===== src/rtl/video_timing_pkg.sv =====
// Raster timing descriptors shared by the video timing generator and its users.
package video_timing_pkg;

    typedef struct packed {
        logic [15:0] h_active;
        logic [15:0] h_fp;
        logic [15:0] h_sync;
        logic [15:0] h_bp;
        logic [15:0] v_active;
        logic [15:0] v_fp;
        logic [15:0] v_sync;
        logic [15:0] v_bp;
        logic        h_pol;
        logic        v_pol;
    } video_timing_t;

    localparam video_timing_t TIMING_1280x720 = '{
        h_active: 16'd1280, h_fp: 16'd110, h_sync: 16'd40, h_bp: 16'd220,
        v_active: 16'd720,  v_fp: 16'd5,   v_sync: 16'd5,  v_bp: 16'd20,
        h_pol: 1'b1, v_pol: 1'b1};

    localparam video_timing_t TIMING_640x480 = '{
        h_active: 16'd640, h_fp: 16'd16, h_sync: 16'd96, h_bp: 16'd48,
        v_active: 16'd480, v_fp: 16'd10, v_sync: 16'd2,  v_bp: 16'd33,
        h_pol: 1'b0, v_pol: 1'b0};

    localparam video_timing_t TIMING_TINY = '{
        h_active: 16'd8, h_fp: 16'd2, h_sync: 16'd2, h_bp: 16'd2,
        v_active: 16'd4, v_fp: 16'd1, v_sync: 16'd1, v_bp: 16'd1,
        h_pol: 1'b1, v_pol: 1'b0};

    function automatic logic [17:0] h_total(input video_timing_t t);
        return 18'(t.h_active) + 18'(t.h_fp) + 18'(t.h_sync) + 18'(t.h_bp);
    endfunction

    function automatic logic [17:0] v_total(input video_timing_t t);
        return 18'(t.v_active) + 18'(t.v_fp) + 18'(t.v_sync) + 18'(t.v_bp);
    endfunction

    function automatic logic fields_ok(input video_timing_t t);
        return (t.h_active != 16'd0) && (t.h_fp != 16'd0) && (t.h_sync != 16'd0) &&
               (t.h_bp != 16'd0) && (t.v_active != 16'd0) && (t.v_fp != 16'd0) &&
               (t.v_sync != 16'd0) && (t.v_bp != 16'd0);
    endfunction

endpackage


===== src/rtl/video_pipe_delay.sv =====
// Enable-gated shift register of DEPTH stages; DEPTH=0 is a plain wire.
// Synchronous clear loads clr_val into every stage.
module video_pipe_delay #(
    parameter int WIDTH = 1,
    parameter int DEPTH = 1
) (
    input  logic             pixel_clk,
    input  logic             rst,
    input  logic             clken,
    input  logic [WIDTH-1:0] clr_val,
    input  logic [WIDTH-1:0] d,
    output logic [WIDTH-1:0] q
);

    generate
        if (DEPTH == 0) begin : g_bypass
            logic unused_ctl;
            assign unused_ctl = ^{pixel_clk, rst, clken, clr_val};
            assign q = d;
        end else begin : g_shift
            logic [WIDTH-1:0] stages [DEPTH];

            always_ff @(posedge pixel_clk) begin
                if (rst) begin
                    for (int i = 0; i < DEPTH; i++) stages[i] <= clr_val;
                end else if (clken) begin
                    stages[0] <= d;
                    for (int i = 1; i < DEPTH; i++) stages[i] <= stages[i-1];
                end
            end

            assign q = stages[DEPTH-1];
        end
    endgenerate

endmodule


===== src/rtl/video_timing_gen.sv =====
// Dual-mode raster timing generator; mode switches only at the (0,0) frame wrap.
// Outputs are registered plus PIPE_DELAY extra enabled stages, all fields aligned.
module video_timing_gen
    import video_timing_pkg::*;
#(
    parameter int            HW         = 12,
    parameter int            VW         = 11,
    parameter video_timing_t MODE0      = TIMING_1280x720,
    parameter video_timing_t MODE1      = TIMING_640x480,
    parameter int            PIPE_DELAY = 0
) (
    input  logic          pixel_clk,
    input  logic          rst,
    input  logic          clken,
    input  logic          mode_sel,
    output logic          mode_cur,
    output logic          hsync,
    output logic          vsync,
    output logic          active,
    output logic          fsync,
    output logic          lsync,
    output logic [HW-1:0] hpos,
    output logic [VW-1:0] vpos
);

    if (PIPE_DELAY < 0 || PIPE_DELAY > 8) begin : g_bad_delay
        $error("video_timing_gen: PIPE_DELAY must be 0..8");
    end
    if (int'(h_total(MODE0)) > (1 << HW) || int'(h_total(MODE1)) > (1 << HW)) begin : g_bad_hw
        $error("video_timing_gen: horizontal total exceeds counter range");
    end
    if (int'(v_total(MODE0)) > (1 << VW) || int'(v_total(MODE1)) > (1 << VW)) begin : g_bad_vw
        $error("video_timing_gen: vertical total exceeds counter range");
    end
    if (!fields_ok(MODE0) || !fields_ok(MODE1)) begin : g_bad_field
        $error("video_timing_gen: every timing field must be >= 1");
    end

    // hs/vs are stored already polarity-applied so every stage carries final levels
    typedef struct packed {
        logic          mode;
        logic          act;
        logic          hs;
        logic          vs;
        logic          fs;
        logic          ls;
        logic [HW-1:0] hpos;
        logic [VW-1:0] vpos;
    } stage_t;

    logic [HW-1:0] h;
    logic [VW-1:0] v;
    logic          mode_q;
    video_timing_t tim;
    logic [17:0]   hx, vx, hs_beg, hs_end, vs_beg, vs_end;
    logic          h_last, v_last;
    stage_t        dec, clr, s1, s_out;

    assign tim    = mode_q ? MODE1 : MODE0;
    assign hx     = 18'(h);
    assign vx     = 18'(v);
    assign h_last = (hx == h_total(tim) - 18'd1);
    assign v_last = (vx == v_total(tim) - 18'd1);
    assign hs_beg = 18'(tim.h_active) + 18'(tim.h_fp);
    assign hs_end = hs_beg + 18'(tim.h_sync);
    assign vs_beg = 18'(tim.v_active) + 18'(tim.v_fp);
    assign vs_end = vs_beg + 18'(tim.v_sync);

    always_ff @(posedge pixel_clk) begin
        if (rst) begin
            h      <= '0;
            v      <= '0;
            mode_q <= mode_sel;
        end else if (clken) begin
            if (h_last) begin
                h <= '0;
                if (v_last) begin
                    v      <= '0;
                    mode_q <= mode_sel;
                end else begin
                    v <= v + VW'(1);
                end
            end else begin
                h <= h + HW'(1);
            end
        end
    end

    always_comb begin
        dec      = '0;
        dec.mode = mode_q;
        dec.act  = (hx < 18'(tim.h_active)) && (vx < 18'(tim.v_active));
        dec.hs   = ((hx >= hs_beg) && (hx < hs_end)) ^ ~tim.h_pol;
        dec.vs   = ((vx >= vs_beg) && (vx < vs_end)) ^ ~tim.v_pol;
        dec.fs   = (h == '0) && (v == '0);
        dec.ls   = (h == '0);
        dec.hpos = h;
        dec.vpos = v;
    end

    // Cleared stages show idle sync levels of the mode being loaded
    always_comb begin
        clr      = '0;
        clr.mode = mode_sel;
        clr.hs   = mode_sel ? ~MODE1.h_pol : ~MODE0.h_pol;
        clr.vs   = mode_sel ? ~MODE1.v_pol : ~MODE0.v_pol;
    end

    always_ff @(posedge pixel_clk) begin
        if (rst)        s1 <= clr;
        else if (clken) s1 <= dec;
    end

    video_pipe_delay #(
        .WIDTH($bits(stage_t)),
        .DEPTH(PIPE_DELAY)
    ) u_pipe (
        .pixel_clk(pixel_clk),
        .rst      (rst),
        .clken    (clken),
        .clr_val  (clr),
        .d        (s1),
        .q        (s_out)
    );

    assign mode_cur = s_out.mode;
    assign active   = s_out.act;
    assign hsync    = s_out.hs;
    assign vsync    = s_out.vs;
    assign fsync    = s_out.fs;
    assign lsync    = s_out.ls;
    assign hpos     = s_out.hpos;
    assign vpos     = s_out.vpos;

endmodule


===== config.mk =====
export PLATFORM = sky130hd
export DESIGN_NAME = video_timing_gen
export DESIGN_NICKNAME = d
export VERILOG_FILES = /design/src/rtl/video_timing_pkg.sv /design/src/rtl/video_pipe_delay.sv /design/src/rtl/video_timing_gen.sv
export SDC_FILE = /design/constraint.sdc
export NUM_CORES = 1
export LEC_CHECK = 0
export BUFFER_PORTS_ARGS = -buffer_cell sky130_fd_sc_hd__buf_2
export CORE_ASPECT_RATIO = 1.25
export CORE_UTILIZATION = 58
export DETAILED_ROUTE_END_ITERATION = 10
export PLACE_DENSITY_LB_ADDON = 0.05
export SLEW_MARGIN = 15
export SYNTH_ARGS = -nofsm -noshare
export SYNTH_HDL_FRONTEND = slang
export SYNTH_SLANG_ARGS = --single-unit

===== constraint.sdc =====
create_clock -name pixel_clk -period 3 [get_ports pixel_clk]
set_input_delay 0.15 -clock pixel_clk [delete_from_list [all_inputs] [get_ports pixel_clk]]
set_output_delay 0.15 -clock pixel_clk [all_outputs]
set_load 0.02 [all_outputs]

==> results of run 1 <==
[metrics by stage]
stage	utilization	instance area, sq um	hold slack (ns)
6_report	0.668	3180	0.0403
5_1_grt	0.668	3180	0.0255
4_1_cts	0.668	3180	0.0325
3_5_place_dp	0.647	3080	0.353
3_3_place_gp	0.647	3080	0.360
2_1_floorplan	-	2890	0.249
[flip-flops by register name, summed over array words and instances, names as in the netlist]
name	count
h	12
mode_q	1
v	11
s1	29
[area by class of cell]
type / count / area [sq um] / share of cell area
Clock buffer: 6 / 82.6 / 0.0260
Clock inverter: 2 / 17.5 / 0.00551
Inverter: 10 / 37.5 / 0.0118
Multi-Input combinational cell: 232 / 1690 / 0.532
Sequential cell: 53 / 1100 / 0.346
Tap cell: 60 / 75.1 / 0.0236
Timing Repair Buffer: 34 / 175 / 0.0551
[cells by family (layout without fill, tap and decap cells)]
logic type,Yosys count,in the layout
simple gates,136,136
compound gates,27,27
mux,23,23
xor+xnor,18,18
flops,53,53
fa+ha+maj,28,28
buf+inv,22,52
[placed cells by master, fill, tap and decap left out, types with 3 or more instances in the layout]
cell / Yosys / final
dfxtp_1: 49 / 49
nor2_1: 48 / 48
buf_2: 7 / 32
ha_1: 28 / 28
mux2i_1: 23 / 23
nand2_1: 17 / 17
xnor2_1: 11 / 11
inv_1: 10 / 10
nand4_1: 10 / 10
nand3_1: 9 / 9
o21ai_0: 8 / 8
nor2b_1: 7 / 7
nor3_1: 7 / 7
xor2_1: 7 / 7
nand2b_1: 6 / 6
clkbuf_8: 0 / 6
a21oi_1: 5 / 5
and3_1: 5 / 5
edfxtp_1: 4 / 4
nor4_1: 3 / 3
and4_1: 3 / 3
nor2_2: 3 / 3
[power groups by stage]
stage,logic (mW),clock network [mW],registers [mW]
floorplan,0.0817,0,0.763
detailed placement,0.128,0,0.751
CTS,0.129,0.452,0.734
finish,0.128,0.441,0.734
global route,0.142,0.481,0.737
global placement,0.126,0,0.750
[critical path: stages (launching register included)]
cell      delay, ns
edfxtp_1       0.41
inv_1          0.40
ha_1           0.34
or4bb_1        0.49
nor3_1         0.16
a31oi_1        0.27
nor2_4         0.32
[metal layers]
metal  GRT usage  up-vias  wire length [microns]
met5           0        -                      0
met1       0.266     1086                   2480
met4      0.0826        0                     71
li1            -     1133                      -
met3      0.0421        7                    137
met2       0.484       44                   3310
[worst max path at each step]
stage,startpoint,endpoint
5_1_grt,mode_q,mode_q
3_3_place_gp,mode_q,mode_q
2_1_floorplan,mode_q,mode_q
3_5_place_dp,mode_q,mode_q
4_1_cts,mode_q,mode_q
6_report,mode_q,mode_q
==> results.json, run 1 <==
{
  "dp.cells": 389,
  "start_kind": "register",
  "hold_viol": 0,
  "reg2reg_to": "mode_q",
  "swShare": 0.258,
  "die_y_microns": 81.0,
  "required_ns": 3.01,
  "worstPathMaxFanout": 15,
  "io_pins": 33,
  "post_drt_wl_per_cell_microns": 15.1,
  "synth_xor_xnor_area_share": 0.0545,
  "min_to": "mode_q",
  "layout_setup_ws_ns": 0.310,
  "cts_resized": 0,
  "drc_errors": 0,
  "grt_overflow": 0,
  "synth_top_family_by_area": "simple AND/OR/NAND/NOR gates",
  "status": "complete, no violations",
  "worstSkewPairLatency_ns": 0.31,
  "irDropWorstVdd_uv": 278,
  "grt_pass1_vias": 2099,
  "yosysUniqueCellTypes": 52,
  "drive_gt1_frac": 0.160,
  "worstSetupPathType": "reg -> reg",
  "synth_commonest_cells": "49 x dfxtp_1, 48 x nor2_1, 28 x ha_1",
  "combinationalPowerShare": 0.098,
  "synthAdderAreaFrac": 0.121,
  "ctsHoldBuffers": 0,
  "clock_skew_ns": 0.00936,
  "num_vias": 2270,
  "tns_ns": 0,
  "die_w_microns": 65.2,
  "hold_path_class": "in -> reg",
  "core_sq_um": 4760,
  "synth.avg_cell_area_sq_um": 9.42,
  "p_clk_frac": 0.338,
  "synth_area_leaders": "dfxtp_1 34%, ha_1 12%, mux2i_1 8.0%",
  "end_kind": "register",
  "dieArea_sq_um": 5280,
  "antenna_cells": 0,
  "cts_max_path_buffers": 2,
  "final_cells": 397,
  "path_clk_slew_ns": 0.10,
  "max_freq_mhz": 372,
  "drtPass1Iterations": 4,
  "antenna_found_initial": 0,
  "post_cts_buffers": 0,
  "slew_violations": 0,
  "setup_violations": 0,
  "p_per_area_nw_per_um2": 409,
  "timing.hold.worst.start": "mode_sel",
  "synth-simple-area-share": 0.269,
  "cts-htree-levels": 2,
  "hold_path_depth": 1,
  "root_buffer": "clkbuf_8",
  "synth_area_sq_um": 2890,
  "via_per_inst": 5.72,
  "p_sw_uw": 337,
  "arrival_ns": 2.70,
  "ys.flop_type": "dfxtp_1",
  "slew_headroom": 0.548,
  "wl_microns": 6000,
  "synth-seq-cells": 53,
  "fin_crit_sh": 0.897,
  "p_leak_nw": 1.43,
  "rsz0062_at_grt": "false",
  "fin_nets": 368,
  "reg2regPathDepth": 6,
  "synth-seq-area-share": 0.381,
  "area_growth_pct": 9.99,
  "ant_nets": 0,
  "grt_max_degree": 32,
  "synth_mux_area_frac": 0.0796,
  "cts_tree": "done",
  "fillerInstances": 418,
  "synth_compound_area_frac": 0.0614,
  "hpwl_microns": 4510,
  "synth_most_common_cell": "dfxtp_1",
  "cts_buffers": 5,
  "place_ws_ns": 0.353,
  "intPower_uw": 966,
  "p_seq_frac": 0.563,
  "async_flop_share": 0,
  "worst_pin_slew_ns": 0.675,
  "synth_warnings": 0,
  "io_buffers": 32,
  "grt.total_usage": 0.249,
  "numClockSinks": 53,
  "r2r_slack_ns": 0.31,
  "synth-edff-count": 4,
  "grt_pass1_wl_microns": 10000,
  "gp_congestion": 0.859,
  "drt-initial-drc-count": 99,
  "start_util": 0.607,
  "yosysTopAreaCell": "dfxtp_1",
  "fin_crit_ns": 2.69,
  "rr_startpoint": "mode_q",
  "cap_violations": 0,
  "synth_nets": 339,
  "synthCells": 307,
  "num_rows": 28,
  "total_power_mw": 1.30,
  "yosysTopAreaCellShare": 0.339
}
(Power assumes the default switching activity.)
==> run 2: changes to the inputs <==
--- a/config.mk
+++ b/config.mk
@@ -5,7 +5,7 @@
 export SDC_FILE = /design/constraint.sdc
 export NUM_CORES = 1
 export LEC_CHECK = 0
-export BUFFER_PORTS_ARGS = -buffer_cell sky130_fd_sc_hd__buf_2
+export BUFFER_PORTS_ARGS = -buffer_cell sky130_fd_sc_hd__buf_4
 export CORE_ASPECT_RATIO = 1.25
 export CORE_UTILIZATION = 58
 export DETAILED_ROUTE_END_ITERATION = 10
==> results.json, run 2 (same netlist as run 1, synthesis figures left out) <==
{
  "status": "complete, no violations",
  "worstPathMaxFanout": 15,
  "grt_max_degree": 34,
  "r2r_slack_ns": 0.26,
  "reg_top3": "s1 (29), h (12), v (11)",
  "max_freq_mhz": 365,
  "largest_register_ffs": 29,
  "start_kind": "register",
  "grt.total_usage": 0.256,
  "grt_pass1_wl_microns": 10300,
  "io_pins": 33,
  "regMostFlops": "s1",
  "path_cells": "inv_1, ha_1, or4bb_1, nor3_1, a31oi_1, nor2_4",
  "cts_buffers": 5,
  "antenna_cells": 0,
  "min_to": "mode_q",
  "drtPass1Iterations": 4,
  "ant_nets": 0,
  "hold_viol": 0,
  "clock_skew_ns": 0.00456,
  "post_cts_buffers": 0,
  "gp_congestion": 0.864,
  "worst_pin_slew_ns": 0.709,
  "drc_errors": 0,
  "wl_microns": 6170,
  "fin_crit_sh": 0.912,
  "post_drt_wl_per_cell_microns": 15.6,
  "cts-htree-levels": 2,
  "fin_crit_ns": 2.74,
  "cap_violations": 0,
  "hold_path_depth": 1,
  "num_vias": 2231,
  "fin_nets": 367,
  "required_ns": 3.01,
  "dieArea_sq_um": 5280,
  "area_growth_pct": 12.5,
  "cts_max_path_buffers": 2,
  "worstSetupPathType": "reg -> reg",
  "irDropWorstVdd_uv": 270,
  "antenna_found_initial": 0,
  "layout_commonest_cell": "dfxtp_1",
  "num_rows": 28,
  "ctsHoldBuffers": 0,
  "final_cell_mix": "49 x dfxtp_1, 48 x nor2_1, 33 x buf_4, 28 x ha_1, 23 x mux2i_1",
  "setup_violations": 0,
  "fillerInstances": 420,
  "grt_overflow": 0,
  "p_per_area_nw_per_um2": 402,
  "placed_area_sq_um": 3150,
  "dp.cells": 388,
  "cts_resized": 0,
  "hpwl_microns": 4480,
  "drt-initial-drc-count": 165,
  "timing.hold.worst.start": "mode_sel",
  "cp_slowest_cell": "or4bb_1",
  "arrival_ns": 2.75,
  "drive_gt1_frac": 0.158,
  "slowest_delay_ns": 0.50,
  "tns_ns": 0,
  "critPathTopFamily": "simple AND/OR/NAND/NOR gates",
  "p_leak_nw": 1.43,
  "path_clk_slew_ns": 0.10,
  "die_w_microns": 65.2,
  "die_y_microns": 81.0,
  "end_kind": "register",
  "critPathBufInv": 1,
  "root_buffer": "clkbuf_8",
  "worstSkewPairLatency_ns": 0.31,
  "final_cells": 396,
  "numClockSinks": 53,
  "hold_path_class": "in -> reg",
  "slew_violations": 0,
  "rr_startpoint": "mode_q",
  "reg2reg_to": "mode_q",
  "via_per_inst": 5.63,
  "rsz0062_at_grt": "false",
  "final_area_sq_um": 3250,
  "grt_pass1_vias": 2166,
  "io_buffers": 32,
  "core_sq_um": 4760,
  "cts_tree": "done",
  "worst_hold_slack_ns": 0.0340,
  "start_util": 0.607,
  "reg2regPathDepth": 6,
  "total_power_mw": 1.31,
  "slew_headroom": 0.525
}
## run 2: cell types whose count changed in the layout (fill, tap and decap cells not counted)
cell | before | now
buf_2 | 32 | 0
buf_4 | 2 | 33
## run 2: worst max-delay path by stage
stage | endpoint | depth (start not counted) | startpoint
floorplan | mode_q | 6 | mode_q
global placement | mode_q | 6 | mode_q
detailed placement | mode_q | 6 | mode_q
CTS | mode_q | 6 | mode_q
global route | mode_q | 6 | mode_q
finish | mode_q | 6 | mode_q
## run 2: where the power goes
group	switching [mW]	internal (mW)	total, mW	leakage, nW
registers	0.0100	0.725	0.735	0.437
clock network	0.247	0.192	0.439	0.0518
logic	0.0795	0.0536	0.133	0.938
## run 2: worst register-to-register path: stages (launching register included)
cell      delay (ns)
edfxtp_1        0.39
inv_1           0.43
ha_1            0.36
or4bb_1         0.50
nor3_1          0.16
a31oi_1         0.28
nor2_4          0.31
## run 2: metal layers
metal | wire [microns] | GRT usage | vias up
li1 | - | - | 1139
met1 | 2690 | 0.298 | 1056
met2 | 3240 | 0.471 | 28
met3 | 155 | 0.0478 | 8
met4 | 91 | 0.0739 | 0
met5 | 0 | 0 | -
## run 2: final cells by class
cell class | count | area (sq um) | share of cell area
Multi-Input combinational cell | 232 | 1690 | 0.520
Sequential cell | 53 | 1100 | 0.338
Timing Repair Buffer | 33 | 248 | 0.0761
Clock buffer | 6 | 82.6 | 0.0254
Tap cell | 60 | 75.1 | 0.0231
Inverter | 10 | 37.5 | 0.0115
Clock inverter | 2 | 17.5 | 0.00538
## run 2: per-stage QoR
step / util / worst slack [ns]
finish: 0.683 / 0.263
global route: 0.683 / 0.139
detailed placement: 0.662 / 0.314
global placement: 0.662 / 0.400
floorplan: - / 0.415
CTS: 0.683 / 0.297
